--- src/rtl/fft_result_streamer_pkg.sv ---
// fft_consts: FFT size constants, complex sample type, streamer states
// and the bin bit-reversal helper shared by the result-unload path.
package fft_consts;

    localparam int N          = 1024;
    localparam int N_LOG2     = 10;
    localparam int DW         = 16;
    localparam int DW_COMPLEX = 2 * DW;

    typedef struct packed {
        logic [DW-1:0] r;
        logic [DW-1:0] i;
    } complex_t;

    typedef enum logic [1:0] {
        IDLE,
        STREAM,
        FINISH
    } stream_state_t;

    // Reverses the low w bits of k; upper result bits are zero.
    function automatic logic [31:0] bit_rev(
        input logic [31:0] k,
        input int          w = N_LOG2
    );
        logic [31:0] r;
        logic [31:0] v;
        r = '0;
        v = k;
        for (int b = 0; b < w; b++) begin
            r = {r[30:0], v[0]};
            v = v >> 1;
        end
        return r;
    endfunction

endpackage

--- src/rtl/fft_result_streamer_if.sv ---
// fft_result_streamer_if: valid/ready stream of complex bins with
// natural bin index and last-bin marker.
interface fft_result_streamer_if #(
    parameter int AW = fft_consts::N_LOG2
) ();
    import fft_consts::*;

    logic          m_valid;
    logic          m_ready;
    complex_t      m_data;
    logic [AW-1:0] m_index;
    logic          m_last;

    modport master (
        output m_valid, m_data, m_index, m_last,
        input  m_ready
    );

    modport slave (
        input  m_valid, m_data, m_index, m_last,
        output m_ready
    );

endinterface

--- src/rtl/fft_result_streamer_fifo.sv ---
// stream_skid_fifo: 2-entry FIFO for complex_t samples with an
// SW-bit sideband word travelling alongside each sample.
module stream_skid_fifo
    import fft_consts::*;
#(
    parameter int SW = 1
) (
    input  logic          clk,
    input  logic          rst_n,
    input  logic          push,
    input  complex_t      push_data,
    input  logic [SW-1:0] push_side,
    input  logic          pop,
    output complex_t      head_data,
    output logic [SW-1:0] head_side,
    output logic          full,
    output logic          empty,
    output logic [1:0]    count
);

    complex_t      data_q [2];
    logic [SW-1:0] side_q [2];
    logic          wr_ptr;
    logic          rd_ptr;
    logic          do_push;
    logic          do_pop;

    assign full      = count[1];
    assign empty     = (count == 2'd0);
    assign do_pop    = pop && !empty;
    assign do_push   = push && (!full || do_pop);
    assign head_data = data_q[rd_ptr];
    assign head_side = side_q[rd_ptr];

    always_ff @(posedge clk) begin
        if (!rst_n) begin
            data_q[0] <= '0;
            data_q[1] <= '0;
            side_q[0] <= '0;
            side_q[1] <= '0;
            wr_ptr    <= 1'b0;
            rd_ptr    <= 1'b0;
            count     <= 2'd0;
        end else begin
            if (do_push) begin
                data_q[wr_ptr] <= push_data;
                side_q[wr_ptr] <= push_side;
                wr_ptr         <= ~wr_ptr;
            end
            if (do_pop) begin
                rd_ptr <= ~rd_ptr;
            end
            unique case ({do_push, do_pop})
                2'b10:   count <= count + 2'd1;
                2'b01:   count <= count - 2'd1;
                default: count <= count;
            endcase
        end
    end

endmodule

--- src/rtl/fft_result_streamer.sv ---
// fft_result_streamer: unloads a finished spectrum from the result RAM
// in natural bin order. FFT_STREAM_BITREV_EN unscrambles bit-reversed RAM.
module fft_result_streamer
    import fft_consts::*;
#(
    parameter int N_PTS = N,
    parameter int AW    = N_LOG2
) (
    input  logic                  clk,
    input  logic                  rst_n,
    input  logic                  start,
    input  logic                  src_bank,
    output logic                  rd_en,
    output logic                  rd_bank,
    output logic [AW-1:0]         rd_addr,
    input  logic [DW_COMPLEX-1:0] rd_data,
    fft_result_streamer_if.master m,
    output logic                  busy,
    output logic                  done
);

    stream_state_t state;
    logic [AW:0]   iss_cnt;
    logic          inflight;
    logic [AW-1:0] inflight_idx;
    logic          bank_q;
    logic [AW-1:0] map_addr;
    logic [1:0]    fifo_count;
    logic [1:0]    credit;
    logic          fifo_empty;
    logic          unused_full;
    logic          pop;
    logic          last_hs;
    logic [AW:0]   head_side;

    assign pop     = m.m_valid && m.m_ready;
    assign last_hs = pop && m.m_last;

    // A slot freed by this cycle's pop is already available for a new read.
    assign credit = fifo_count - {1'b0, pop} + {1'b0, inflight};

    assign rd_en = (state == STREAM)
                && (iss_cnt < (AW+1)'(N_PTS))
                && (credit < 2'd2);

`ifdef FFT_STREAM_BITREV_EN
    assign map_addr = AW'(bit_rev(32'(iss_cnt[AW-1:0]), AW));
`else
    assign map_addr = iss_cnt[AW-1:0];
`endif

    assign rd_addr = rd_en ? map_addr : '0;
    assign rd_bank = bank_q;

    always_ff @(posedge clk) begin
        if (!rst_n) begin
            state        <= IDLE;
            iss_cnt      <= '0;
            inflight     <= 1'b0;
            inflight_idx <= '0;
            bank_q       <= 1'b0;
            busy         <= 1'b0;
            done         <= 1'b0;
        end else begin
            inflight <= rd_en;
            done     <= 1'b0;
            if (rd_en) begin
                inflight_idx <= iss_cnt[AW-1:0];
                iss_cnt      <= iss_cnt + (AW+1)'(1);
            end
            unique case (state)
                IDLE: begin
                    if (start) begin
                        state   <= STREAM;
                        iss_cnt <= '0;
                        bank_q  <= src_bank;
                        busy    <= 1'b1;
                    end
                end
                STREAM: begin
                    if (last_hs) begin
                        state <= FINISH;
                        busy  <= 1'b0;
                        done  <= 1'b1;
                    end
                end
                FINISH:  state <= IDLE;
                default: state <= IDLE;
            endcase
        end
    end

    stream_skid_fifo #(
        .SW(AW + 1)
    ) u_fifo (
        .clk       (clk),
        .rst_n     (rst_n),
        .push      (inflight),
        .push_data (complex_t'(rd_data)),
        .push_side ({inflight_idx, inflight_idx == AW'(N_PTS - 1)}),
        .pop       (pop),
        .head_data (m.m_data),
        .head_side (head_side),
        .full      (unused_full),
        .empty     (fifo_empty),
        .count     (fifo_count)
    );

    assign m.m_valid = !fifo_empty;
    assign m.m_index = head_side[AW:1];
    assign m.m_last  = head_side[0];

endmodule
--- src/flat_wrapper.sv ---
// flat-port wrapper written by rule: the top's interface ports become plain ports
module fft_result_streamer_flat import fft_consts::*;
#(
    parameter int N_PTS = N,
    parameter int AW    = N_LOG2
)
  (clk, rst_n, start, src_bank, rd_en, rd_bank, rd_addr, rd_data, busy, done, m_m_valid, m_m_data, m_m_index, m_m_last, m_m_ready);
  fft_result_streamer_if #(.AW(AW)) m_i ();
  input  logic clk;
  input  logic rst_n;
  input  logic start;
  input  logic src_bank;
  output logic rd_en;
  output logic rd_bank;
  output logic [AW-1:0] rd_addr;
  input  logic [DW_COMPLEX-1:0] rd_data;
  output logic busy;
  output logic done;
  output wire logic [$bits(m_i.m_valid)-1:0] m_m_valid;
  output wire logic [$bits(m_i.m_data)-1:0] m_m_data;
  output wire logic [$bits(m_i.m_index)-1:0] m_m_index;
  output wire logic [$bits(m_i.m_last)-1:0] m_m_last;
  input wire logic [$bits(m_i.m_ready)-1:0] m_m_ready;
  assign m_m_valid = m_i.m_valid;
  assign m_m_data = m_i.m_data;
  assign m_m_index = m_i.m_index;
  assign m_m_last = m_i.m_last;
  assign m_i.m_ready = m_m_ready;
  fft_result_streamer #(.N_PTS(N_PTS), .AW(AW)) u_core (.clk(clk), .rst_n(rst_n), .start(start), .src_bank(src_bank), .rd_en(rd_en), .rd_bank(rd_bank), .rd_addr(rd_addr), .rd_data(rd_data), .m(m_i), .busy(busy), .done(done));
endmodule
--- config.mk ---
export PLATFORM = sky130hd
export DESIGN_NAME = fft_result_streamer_flat
export DESIGN_NICKNAME = d
export VERILOG_FILES = /design/src/rtl/fft_result_streamer_pkg.sv /design/src/rtl/fft_result_streamer_if.sv /design/src/rtl/fft_result_streamer_fifo.sv /design/src/rtl/fft_result_streamer.sv /design/src/flat_wrapper.sv
export SDC_FILE = /design/constraint.sdc
export NUM_CORES = 1
export LEC_CHECK = 0
export ABC_CLOCK_PERIOD_IN_PS = 4200
export BUFFER_PORTS_ARGS = -buffer_cell sky130_fd_sc_hd__buf_2
export CORE_UTILIZATION = 50
export DETAILED_ROUTE_END_ITERATION = 12
export PLACE_DENSITY = 0.78
export REMOVE_ABC_BUFFERS = 1
export SLEW_MARGIN = 20
export SYNTH_ARGS = -nofsm -noshare
export SYNTH_HDL_FRONTEND = slang
export SYNTH_SLANG_ARGS = --single-unit
export TNS_END_PERCENT = 30
--- constraint.sdc ---
create_clock -name clk -period 4.2 [get_ports clk]
set_clock_uncertainty 0.2 [all_clocks]
set_input_delay 0 -clock clk [delete_from_list [all_inputs] [get_ports clk]]
set_output_delay 0 -clock clk [all_outputs]
set_load 0.05 [all_outputs]
After elaboration in Yosys (flattened, before gate mapping)
Memory sizes are Yosys's and may differ from the RTL's. A register that Yosys moved wholly into a read port is not among the register bits.
Cells that the tools add are included.
{"block": "classes", "reduce_logical": 19, "n_bitwise": 2, "n_lt_le_gt_ge": 2, "add_sub_neg": 5, "n_eq_ne": 6, "mux": 26}
{"operator": "two-way mux 11 bit", "n": 4}
{"operator": "two-way mux 32 bit", "n": 1}
{"operator": "OR reduction 32 bit", "n": 1}
{"operator": "two-way mux 1 bit", "n": 15}
{"operator": "adder 11 x 1 -> 11 bit, second input constant", "n": 1}
{"operator": "less-than comparator 11 bit, second input constant", "n": 1}
{"operator": "OR reduction 11 bit", "n": 1}
{"operator": "equality test 10 bit, second input constant", "n": 1}
{"operator": "two-way mux 10 bit", "n": 1}
{"operator": "one-hot mux 2 bit (2 select lines)", "n": 2}
{"operator": "logical AND 1 bit", "n": 6}
{"operator": "AND reduction 2 bit", "n": 3}
{"operator": "equality test 2 x 1 -> 1 bit, second input constant", "n": 2}
{"operator": "zero test 2 bit", "n": 2}
{"operator": "two-way mux 2 bit", "n": 2}
{"operator": "nonzero test 2 bit", "n": 2}
{"operator": "AND reduction 3 bit", "n": 1}
{"operator": "adder 2 x 1 -> 2 bit", "n": 1}
{"operator": "adder 2 x 1 -> 2 bit, second input constant", "n": 1}
{"operator": "equality test 2 bit, second input constant", "n": 1}
{"operator": "zero test 1 bit", "n": 2}
{"operator": "less-than comparator 2 bit, second input constant", "n": 1}
{"operator": "!= test 2 x 1 -> 1 bit, second input constant", "n": 1}
{"operator": "!= test 2 bit, second input constant", "n": 1}
{"operator": "5 further kinds", "n": 6}
{"block": "word_totals", "ramBits": 86, "inputBits": 37, "mem_count": 2, "regBits": 31, "word_cells": 72, "output_inout_bits": 58}
{"name": "u_core.u_fifo.data_q", "words": 2, "word_bits": 32, "read_ports": 1, "rd_clocked_by_memory_dff": 1, "write_ports": 2, "line": "fft_result_streamer_fifo.sv:21", "rtl": "complex_t data_q [2];"}
{"name": "u_core.u_fifo.side_q", "words": 2, "word_bits": 11, "read_ports": 1, "rd_clocked_by_memory_dff": 1, "write_ports": 2, "line": "fft_result_streamer_fifo.sv:22", "rtl": "logic [SW-1:0] side_q [2];"}

Logic depth before layout (Yosys ltp)
Gate-level depths: netlist (run 1).
{"block": "depth", "depth_word": 11, "depth_mapped": 7, "ltp_nobuf": 6}

Modules after synthesis
A second synthesis (run 1) with hierarchy kept.
{"block": "unflattened", "cells_unflattened": 443, "area_unflattened_um2": 5123.7}
{"module": "stream_skid_fifo", "cells_each": 303, "instances": 1, "seq_area_each_um2": 2682.6, "area_each_um2": 3915.0}
{"module": "fft_result_streamer", "cells_each": 140, "instances": 1, "seq_area_each_um2": 540.5, "area_each_um2": 1208.7}

Worst setup path before layout (run 1)
No wires, ideal clock.
{"block": "synth_timing", "kind": "register -> register", "start": "register u_core.u_fifo.count[1]", "end": "memory u_core.u_fifo.data_q[1][0] in the netlist's numbering (enable)", "path_slack_ns": -0.141, "t_required_ns": 3.497, "path_stages_with_launch": 4, "arrival_ns": 3.638, "synth_period_minus_slack_ns": 4.341, "path_buffers": 0, "setup_ns": 0.503, "path_cell_list": "dfxtp_1 -> inv_1 -> o21ai_1 -> o21ai_0"}
{"item": "start: declaration", "line": "fft_result_streamer_fifo.sv:18", "rtl": "output logic [1:0] count"}
{"item": "start signal: assignment", "line": "fft_result_streamer_fifo.sv:54", "rtl": "2'b10: count <= count + 2'd1;"}
{"item": "start signal: assignment", "line": "fft_result_streamer_fifo.sv:55", "rtl": "2'b01: count <= count - 2'd1;"}
{"item": "start signal: assignment", "line": "fft_result_streamer_fifo.sv:56", "rtl": "default: count <= count;"}
{"item": "end: declaration", "line": "fft_result_streamer_fifo.sv:21"}

Worst setup path in the final report (run 1)
{"block": "layout_timing", "start": "register u_core.u_fifo.count[1]", "end": "output rd_addr[4]"}
{"block": "layout_via", "elab_chain_cells": 8}
{"item": "zero test 2 bit", "line": "fft_result_streamer_fifo.sv:29", "rtl": "assign empty = (count == 2'd0);"}
{"item": "zero test 1 bit", "line": "fft_result_streamer.sv:109", "rtl": "assign m.m_valid = !fifo_empty;"}
{"item": "logical AND 1 bit", "line": "fft_result_streamer.sv:36", "rtl": "assign pop = m.m_valid && m.m_ready;"}
{"item": "subtractor 2 x 1 -> 2 bit *", "line": "fft_result_streamer.sv:40", "rtl": "assign credit = fifo_count - {1'b0, pop} + {1'b0, inflight};"}
{"item": "adder 2 x 1 -> 2 bit *", "line": "fft_result_streamer.sv:40"}
{"item": "less-than comparator 2 bit *", "line": "fft_result_streamer.sv:44", "rtl": "&& (credit < 2'd2);"}
{"item": "logical AND 1 bit *", "line": "fft_result_streamer.sv:44"}
{"item": "two-way mux 10 bit *", "line": "fft_result_streamer.sv:52", "rtl": "assign rd_addr = rd_en ? map_addr : '0;"}
{"item": "end: declaration", "line": "flat_wrapper.sv:15", "rtl": "output logic [AW-1:0] rd_addr;"}
Mark *: on every way between the ends. The rest lies on a longest branch, timed or not.

==> results.md, run 1 <==
- Detail Placement HPWL: 6470 microns
- Sequential share of power: 0.356
- Max-cap violations: 0
- Placer Congestion: 0.875
- DRT antenna net count: 0
- CTS resizes: 0
- Antenna violations before repair: 0
- Setup-failing EPs final: 0
- Num CTS Buffers: 17
- RSZ-0062 raised after global routing: false
- Clk buf depth: 2
- Die Area: 10800 sq um
- DRC Markers: 0
- Place WS: 1310 ps
- NumNets Final: 587
- Routed len/inst: 16.1 microns
- First-pass detailed-route iteration total: 5
- Vias in the first global route: 3601
- Setup Buffers After CTS: 0
- Area of the mapped netlist: 5170 sq um
- Combinational power share: 0.281
- Setup ws final: 1090 ps
- Horiz. Die Dim: 104 microns
- Row count: 36
- CTS tree: done
- Gr ovfl total: 0
- Fin Setup TNS: 0 ps
- Share of the yosys chip area belonging to registers: 0.623
- Drt total wl: 11100 microns
- Worst reg-to-reg path cell count: 5
- Worst Setup EP: rd_addr[4]
- Syn-to-layout area delta: 31.0%
- Clk_lat worst skew: 500 ps
- Fmax: 0.322 GHz
- Syn_area_per_cell: 12.6 sq um
- Yosys Warn Count: 0
- Reg clk slew, reported paths: 60 ps
- Most common cell after layout, fill and taps aside: buf_2
- Worst EP arrival: 2910 ps
- Int Power: 2.59 mW
- I/O Pins: 95
- Synth cell types: 39
- Worst Hold Class: in2reg
- Critical Path RT: 4000 ps
- Crit. End Element: output port
- Clock share of power: 0.363
- Clk root buf: clkbuf_8
- PortBufs: 94
- Least-Margin Pin Slew: 829 ps
- CP Max Fanout: 17
- Fin. max-slew vios: 0
- Total power: 3.93 mW
- Sw power: 1.34 mW
- Core Footprint: 9910 sq um
- Most frequent cells in the layout: buf_2, and2_1, edfxtp_1
- Switching Share: 0.342
- Critical path class: reg2out
- Via count: 3640
- First-pass GRT wire length: 18000 microns
- #FFs+latches synth: 118
- Pwr dens: 580 nW/um^2
- R2R setup slack: 1540 ps
- Post-Syn Instances: 411
- Status: complete, no violations
- Tot GR Track Use: 0.214
- Tmin final: 3110 ps
- DRT iter0 DRCs: 200
- DIE HEIGHT: 104 microns
- Reg-to-Reg End: u_core.state[0]
- H-tree levels: 4
- Initial Util: 0.522
- Leakage: 2.81 nW
- Num Clock Sinks: 118
- VDD IR max: 0.349 mV
- Pin count of the biggest net entering global routing: 44
- Via-to-Cell Ratio: 5.25
- Ratio of cells with drive above 1 in the final layout: 0.332
- Startpoint types: flop
- Final hold viol count: 0
- Tcrit/Tclk final: 0.740
- N_diodes: 0
- Worst Setup SP: u_core.u_fifo.count[1]
- Worst-case headroom to the max-slew limit: 0.443
## power groups by stage
| stage | Sequential (mW) | Clock (mW) | Combinational [mW] |
|---|---|---|---|
| after detailed placement | 1.42 | 0 | 1.06 |
| after global routing | 1.41 | 1.49 | 1.16 |
| after global placement | 1.41 | 0 | 1.05 |
| final | 1.40 | 1.43 | 1.11 |
| after CTS | 1.40 | 1.44 | 1.10 |
| after floorplan | 1.45 | 0 | 0.778 |
## critical path, cell delays in order, from the launching register on
cell	delay, ps
dfxtp_1	440
o21a_1	250
ha_1	260
and2b_1	260
xor2_2	600
nand3_1	240
inv_1	90
buf_2	260
## routing by layer
| layer | GRT usage | routed length [microns] | up-vias |
|---|---|---|---|
| li1 | - | - | 1739 |
| met1 | 0.261 | 4710 | 1744 |
| met2 | 0.372 | 5640 | 142 |
| met3 | 0.0529 | 670 | 15 |
| met4 | 0.0704 | 114 | 0 |
| met5 | 0 | 0 | - |
## kinds of logic (layout without fill, tap and decap cells)
| group | after synthesis | count (layout) | synth area share |
|---|---|---|---|
| flops | 118 | 118 | 0.623 |
| fa+ha+maj | 3 | 3 | 0.00726 |
| simple gates | 159 | 159 | 0.181 |
| compound gates | 43 | 43 | 0.0467 |
| xor+xnor | 7 | 7 | 0.0133 |
| buf+inv | 35 | 184 | 0.0288 |
| mux | 46 | 46 | 0.0995 |
## metrics by stage
stage | instance area [sq um] | hold slack [ps] | std cells | utilization
finish | 6770 | 123 | 693 | 0.684
global route | 6770 | 126 | 693 | 0.684
CTS | 6770 | 100 | 693 | 0.683
detailed placement | 5780 | 62.4 | 622 | 0.584
global placement | 5780 | 46.1 | 622 | 0.584
floorplan | 5070 | -64.0 | 389 | -
## how the worst min path moves through the flow
stage | start | endpoint | slack, ps | cells past startpoint
2_1_floorplan | src_bank | u_core.rd_bank | -60 | 2
3_3_place_gp | src_bank | u_core.rd_bank | 50 | 3
3_5_place_dp | src_bank | u_core.rd_bank | 60 | 3
4_1_cts | rd_data[5] | u_core.u_fifo.data_q[1][5] | 100 | 3
5_1_grt | rd_data[5] | u_core.u_fifo.data_q[0][5] | 130 | 3
6_report | rd_data[4] | u_core.u_fifo.data_q[1][4] | 120 | 3
## synthesized netlist by cell type
library cell | instances | area (sq um)
clkbuf_1 | 18 | 67.6
o21ai_1 | 1 | 5.00
ha_1 | 3 | 37.5
buf_2 | 2 | 10.0
or4_1 | 3 | 22.5
xor2_1 | 3 | 26.3
nand2b_1 | 1 | 6.26
mux2i_1 | 3 | 30.0
nand2b_2 | 1 | 8.76
or3b_2 | 1 | 8.76
edfxtp_1 | 86 | 2580
nor4_1 | 2 | 12.5
nor3_1 | 3 | 15.0
buf_6 | 2 | 22.5
xnor2_1 | 3 | 26.3
inv_1 | 13 | 48.8
a2111oi_0 | 1 | 8.76
nand4b_1 | 2 | 17.5
a31oi_1 | 1 | 6.26
and2_1 | 87 | 544
and2b_1 | 1 | 7.51
o31ai_1 | 2 | 15.0
or2_2 | 2 | 12.5
o41ai_1 | 2 | 17.5
dfxtp_1 | 32 | 641
nor2_1 | 12 | 45.0
o21a_1 | 2 | 15.0
mux2_2 | 43 | 484
nor3b_1 | 1 | 7.51
a21oi_1 | 17 | 85.1
o21ai_0 | 16 | 80.1
or3_1 | 4 | 25.0
and3_1 | 3 | 18.8
a31o_2 | 1 | 8.76
nand4_1 | 5 | 31.3
nand3_1 | 13 | 65.1
and4_1 | 4 | 35.0
xnor2_2 | 1 | 16.3
nand2_1 | 14 | 52.6
## final cells by class
cell class / instances / area, sq um
sequential: 118 / 3220
fill: 704 / 3140
inverter: 13 / 48.8
tap: 133 / 166
multi-input combinational: 258 / 1840
clock inverter: 14 / 175
clock buffer: 18 / 418
timing repair buffer: 139 / 906
## sequential cells by signal, summed over array words and instances, names as in the netlist, named ones only
signal                flops
u_core.done               1
u_core.inflight           1
u_core.iss_cnt           11
u_core.inflight_idx      10
u_core.rd_bank            1
u_core.u_fifo.wr_ptr      1
u_core.u_fifo.side_q     22
u_core.state              2
u_core.u_fifo.data_q     64
u_core.u_fifo.rd_ptr      1
u_core.busy               1
u_core.u_fifo.count       2
## timing repair
item                                    CTS  global route
hold buffers                             39             0
endpoints found under the hold margin    81             0
endpoints found under the setup margin    0             0
Note: power is estimated with default switching activity, not from simulation.
==> run 2, diff against run 1 <==
--- a/config.mk
+++ b/config.mk
@@ -5,7 +5,7 @@
 export SDC_FILE = /design/constraint.sdc
 export NUM_CORES = 1
 export LEC_CHECK = 0
-export ABC_CLOCK_PERIOD_IN_PS = 4200
+export ABC_CLOCK_PERIOD_IN_PS = 2520
 export BUFFER_PORTS_ARGS = -buffer_cell sky130_fd_sc_hd__buf_2
 export CORE_UTILIZATION = 50
 export DETAILED_ROUTE_END_ITERATION = 12
==> constraint.sdc (replaced) <==
create_clock -name clk -period 2.52 [get_ports clk]
set_clock_uncertainty 0.2 [all_clocks]
set_input_delay 0 -clock clk [delete_from_list [all_inputs] [get_ports clk]]
set_output_delay 0 -clock clk [all_outputs]
set_load 0.05 [all_outputs]
==> results.md, run 2 (same netlist as run 1, synthesis figures left out) <==
- Horiz. Die Dim: 104 microns (unchanged)
- Max-cap violations: 0 (unchanged)
- Gr ovfl total: 0 (unchanged)
- Routed len/inst: 16.3 microns (+1.8%)
- Crit. End Element: output port
- Place WS: 81.6 ps (-1230 ps)
- Most common cell after layout, fill and taps aside: and2_1
- VDD IR max: 0.561 mV (+61%)
- Vias in the first global route: 3720 (+3.3%)
- CP Max Fanout: 8 (-9)
- Initial Util: 0.522 (unchanged)
- Worst-case headroom to the max-slew limit: 0.580 (+0.137)
- Antenna violations before repair: 0 (unchanged)
- Pin count of the biggest net entering global routing: 44 (unchanged)
- Worst path cell trace: o21a_4 > ha_4 > and2b_2 > xor2_4 > buf_12 > and3_4 > buf_8
- Most frequent cells in the layout: and2_1, edfxtp_1, buf_2
- Tmin final: 2500 ps
- Pwr dens: 990 nW/um^2 (+71%)
- Worst EP arrival: 2300 ps (-610 ps)
- Max FFs per register: 64 (unchanged)
- Startpoint types: flop
- DRT iter0 DRCs: 184 (-8.0%)
- N_diodes: 0 (unchanged)
- First-pass GRT wire length: 18400 microns (+2.3%)
- Hold path start: rd_data[4]
- Reg-to-Reg End: u_core.iss_cnt[9]
- Clk_lat worst skew: 500 ps (about the same)
- Num CTS Buffers: 17 (unchanged)
- FILL cells: 645 (-8.4%)
- I/O Pins: 95 (unchanged)
- Family with the most delay on the worst path: simple AND/OR/NAND/NOR gates
- Fmax: 0.400 GHz
- NumNets Final: 605 (+3.1%)
- Regs by FF count: u_core.u_fifo.data_q: 64 flops, u_core.u_fifo.side_q: 22 flops, u_core.iss_cnt: 11 flops
- CTS tree: done
- Total area of sequential cells: 3230 sq um (+0.23%)
- DRT antenna net count: 0 (unchanged)
- Via count: 3789 (+4.1%)
- Worst Hold Path Cells: 3 (unchanged)
- Tcrit/Tclk final: 0.993
- First-pass detailed-route iteration total: 4 (-1)
- DRC Markers: 0 (unchanged)
- DIE HEIGHT: 104 microns (unchanged)
- Placer Congestion: 0.860 (-1.7%)
- Setup ws final: 18.6 ps (-1070 ps)
- Worst Setup SP: u_core.u_fifo.count[0]
- Critical Path RT: 2320 ps (-1680 ps)
- Detail Placement HPWL: 6470 microns (about the same)
- Tot GR Track Use: 0.219 (+0.00509)
- Area of the multi-input gates: 1980 sq um (+7.8%)
- Reg clk slew, reported paths: 60 ps (about the same)
- Total power: 7.17 mW (+82%)
- Worst Hold Class: in2reg
- H-tree levels: 4 (unchanged)
- Ratio of cells with drive above 1 in the final layout: 0.398 (+0.0658)
- Fin Setup TNS: 0 ps (unchanged)
- CP peak stage delay: 360 ps (-240 ps)
- Drt total wl: 11600 microns (+4.4%)
- Hold Crit Endpoint: u_core.u_fifo.data_q[1][4]
- Die Area: 10800 sq um (unchanged)
- R2R setup slack: 140 ps (-1400 ps)
- Leakage: 2.93 nW (+4.5%)
- Biggest register: u_core.u_fifo.data_q
- Slowest CP cell: dfxtp_4
- Fin Hold WS: 108 ps (-14.8 ps)
- Fin. max-slew vios: 0 (unchanged)
- Row count: 36 (unchanged)
- Syn-to-layout area delta: 40.2%
- PortBufs: 94 (unchanged)
- Worst reg-to-reg path cell count: 7 (+2)
- Clk buf depth: 2 (unchanged)
- Status: complete, no violations
- Final hold viol count: 0 (unchanged)
- Critical path class: reg2out
- Setup-failing EPs final: 0 (unchanged)
- Num Clock Sinks: 118 (unchanged)
- Core Footprint: 9910 sq um (unchanged)
- Via-to-Cell Ratio: 5.33 (+1.5%)
- Clk root buf: clkbuf_8
- Buf+Inv Stages, Crit Path: 2 (unchanged)
- Least-Margin Pin Slew: 628 ps (-201 ps)
- RSZ-0062 raised after global routing: true
- Worst R2R Start: u_core.u_fifo.count[0]
run 2: cell count changes in the layout (fill, tap and decap cells not counted), moves of 3 or more:
cell / before / now
buf_12: 0 / 3
buf_2: 94 / 83
buf_4: 6 / 21
buf_6: 0 / 4
buf_8: 0 / 8
inv_1: 13 / 4
inv_2: 0 / 9
nand3_1: 13 / 5
nand3_4: 0 / 6
run 2: per-layer routing:
metal  routed length (microns)  up-vias  global-route usage  part of all wire
li1                          -     1786                   -                 -
met1                      4940     1828               0.278              0.43
met2                      5920      156               0.374              0.51
met3                       605       19              0.0396             0.052
met4                       156        0              0.0847             0.013
met5                         0        -                   0                 0
run 2: through the flow:
step | instance area (sq um) | std cells | utilization
4_1_cts | 7120 | 705 | 0.719
3_5_place_dp | 5850 | 628 | 0.591
3_3_place_gp | 5850 | 628 | 0.591
2_1_floorplan | 5070 | 389 | -
5_1_grt | 7250 | 711 | 0.731
6_report | 7250 | 711 | 0.731
run 2: how the worst max path moves through the flow:
stage | to | slack, ps | cells after the start
4_1_cts | rd_addr[8] | 9 | 7
2_1_floorplan | u_core.u_fifo.data_q[1][0] | -1820 | 3
5_1_grt | rd_addr[2] | -40 | 8
3_3_place_gp | u_core.iss_cnt[9] | 240 | 7
3_5_place_dp | u_core.iss_cnt[9] | 80 | 7
6_report | rd_addr[8] | 20 | 7
run 2: worst register-to-register path: stages, from the launching register on:
cell and delay (ps):
dfxtp_4 360, o21a_4 210, ha_4 250, and2b_2 250
xnor2_1 130, buf_4 200, or4_1 520, a21oi_1 190
run 2: timing repair:
action,in CTS,in global routing
buffers inserted,6,6
gates resized for setup,56,17
endpoints found under the hold margin,92,0
endpoints found under the setup margin,11,11
gates cloned,1,0
pin swaps,2,1
hold buffers,38,0
run 2: final cells by class:
| cell class | count | share of cell area |
|---|---|---|
| Tap cell | 133 | 0.0230 |
| Multi-Input combinational cell | 258 | 0.273 |
| Timing Repair Buffer | 157 | 0.163 |
| Clock inverter | 15 | 0.0313 |
| Clock buffer | 17 | 0.0572 |
| Sequential cell | 118 | 0.446 |
| Inverter | 13 | 0.00673 |
run 2: power by group:
group	switching, mW	internal, mW
logic	1.45	0.797
clock network	0.872	1.71
registers	0.0739	2.26
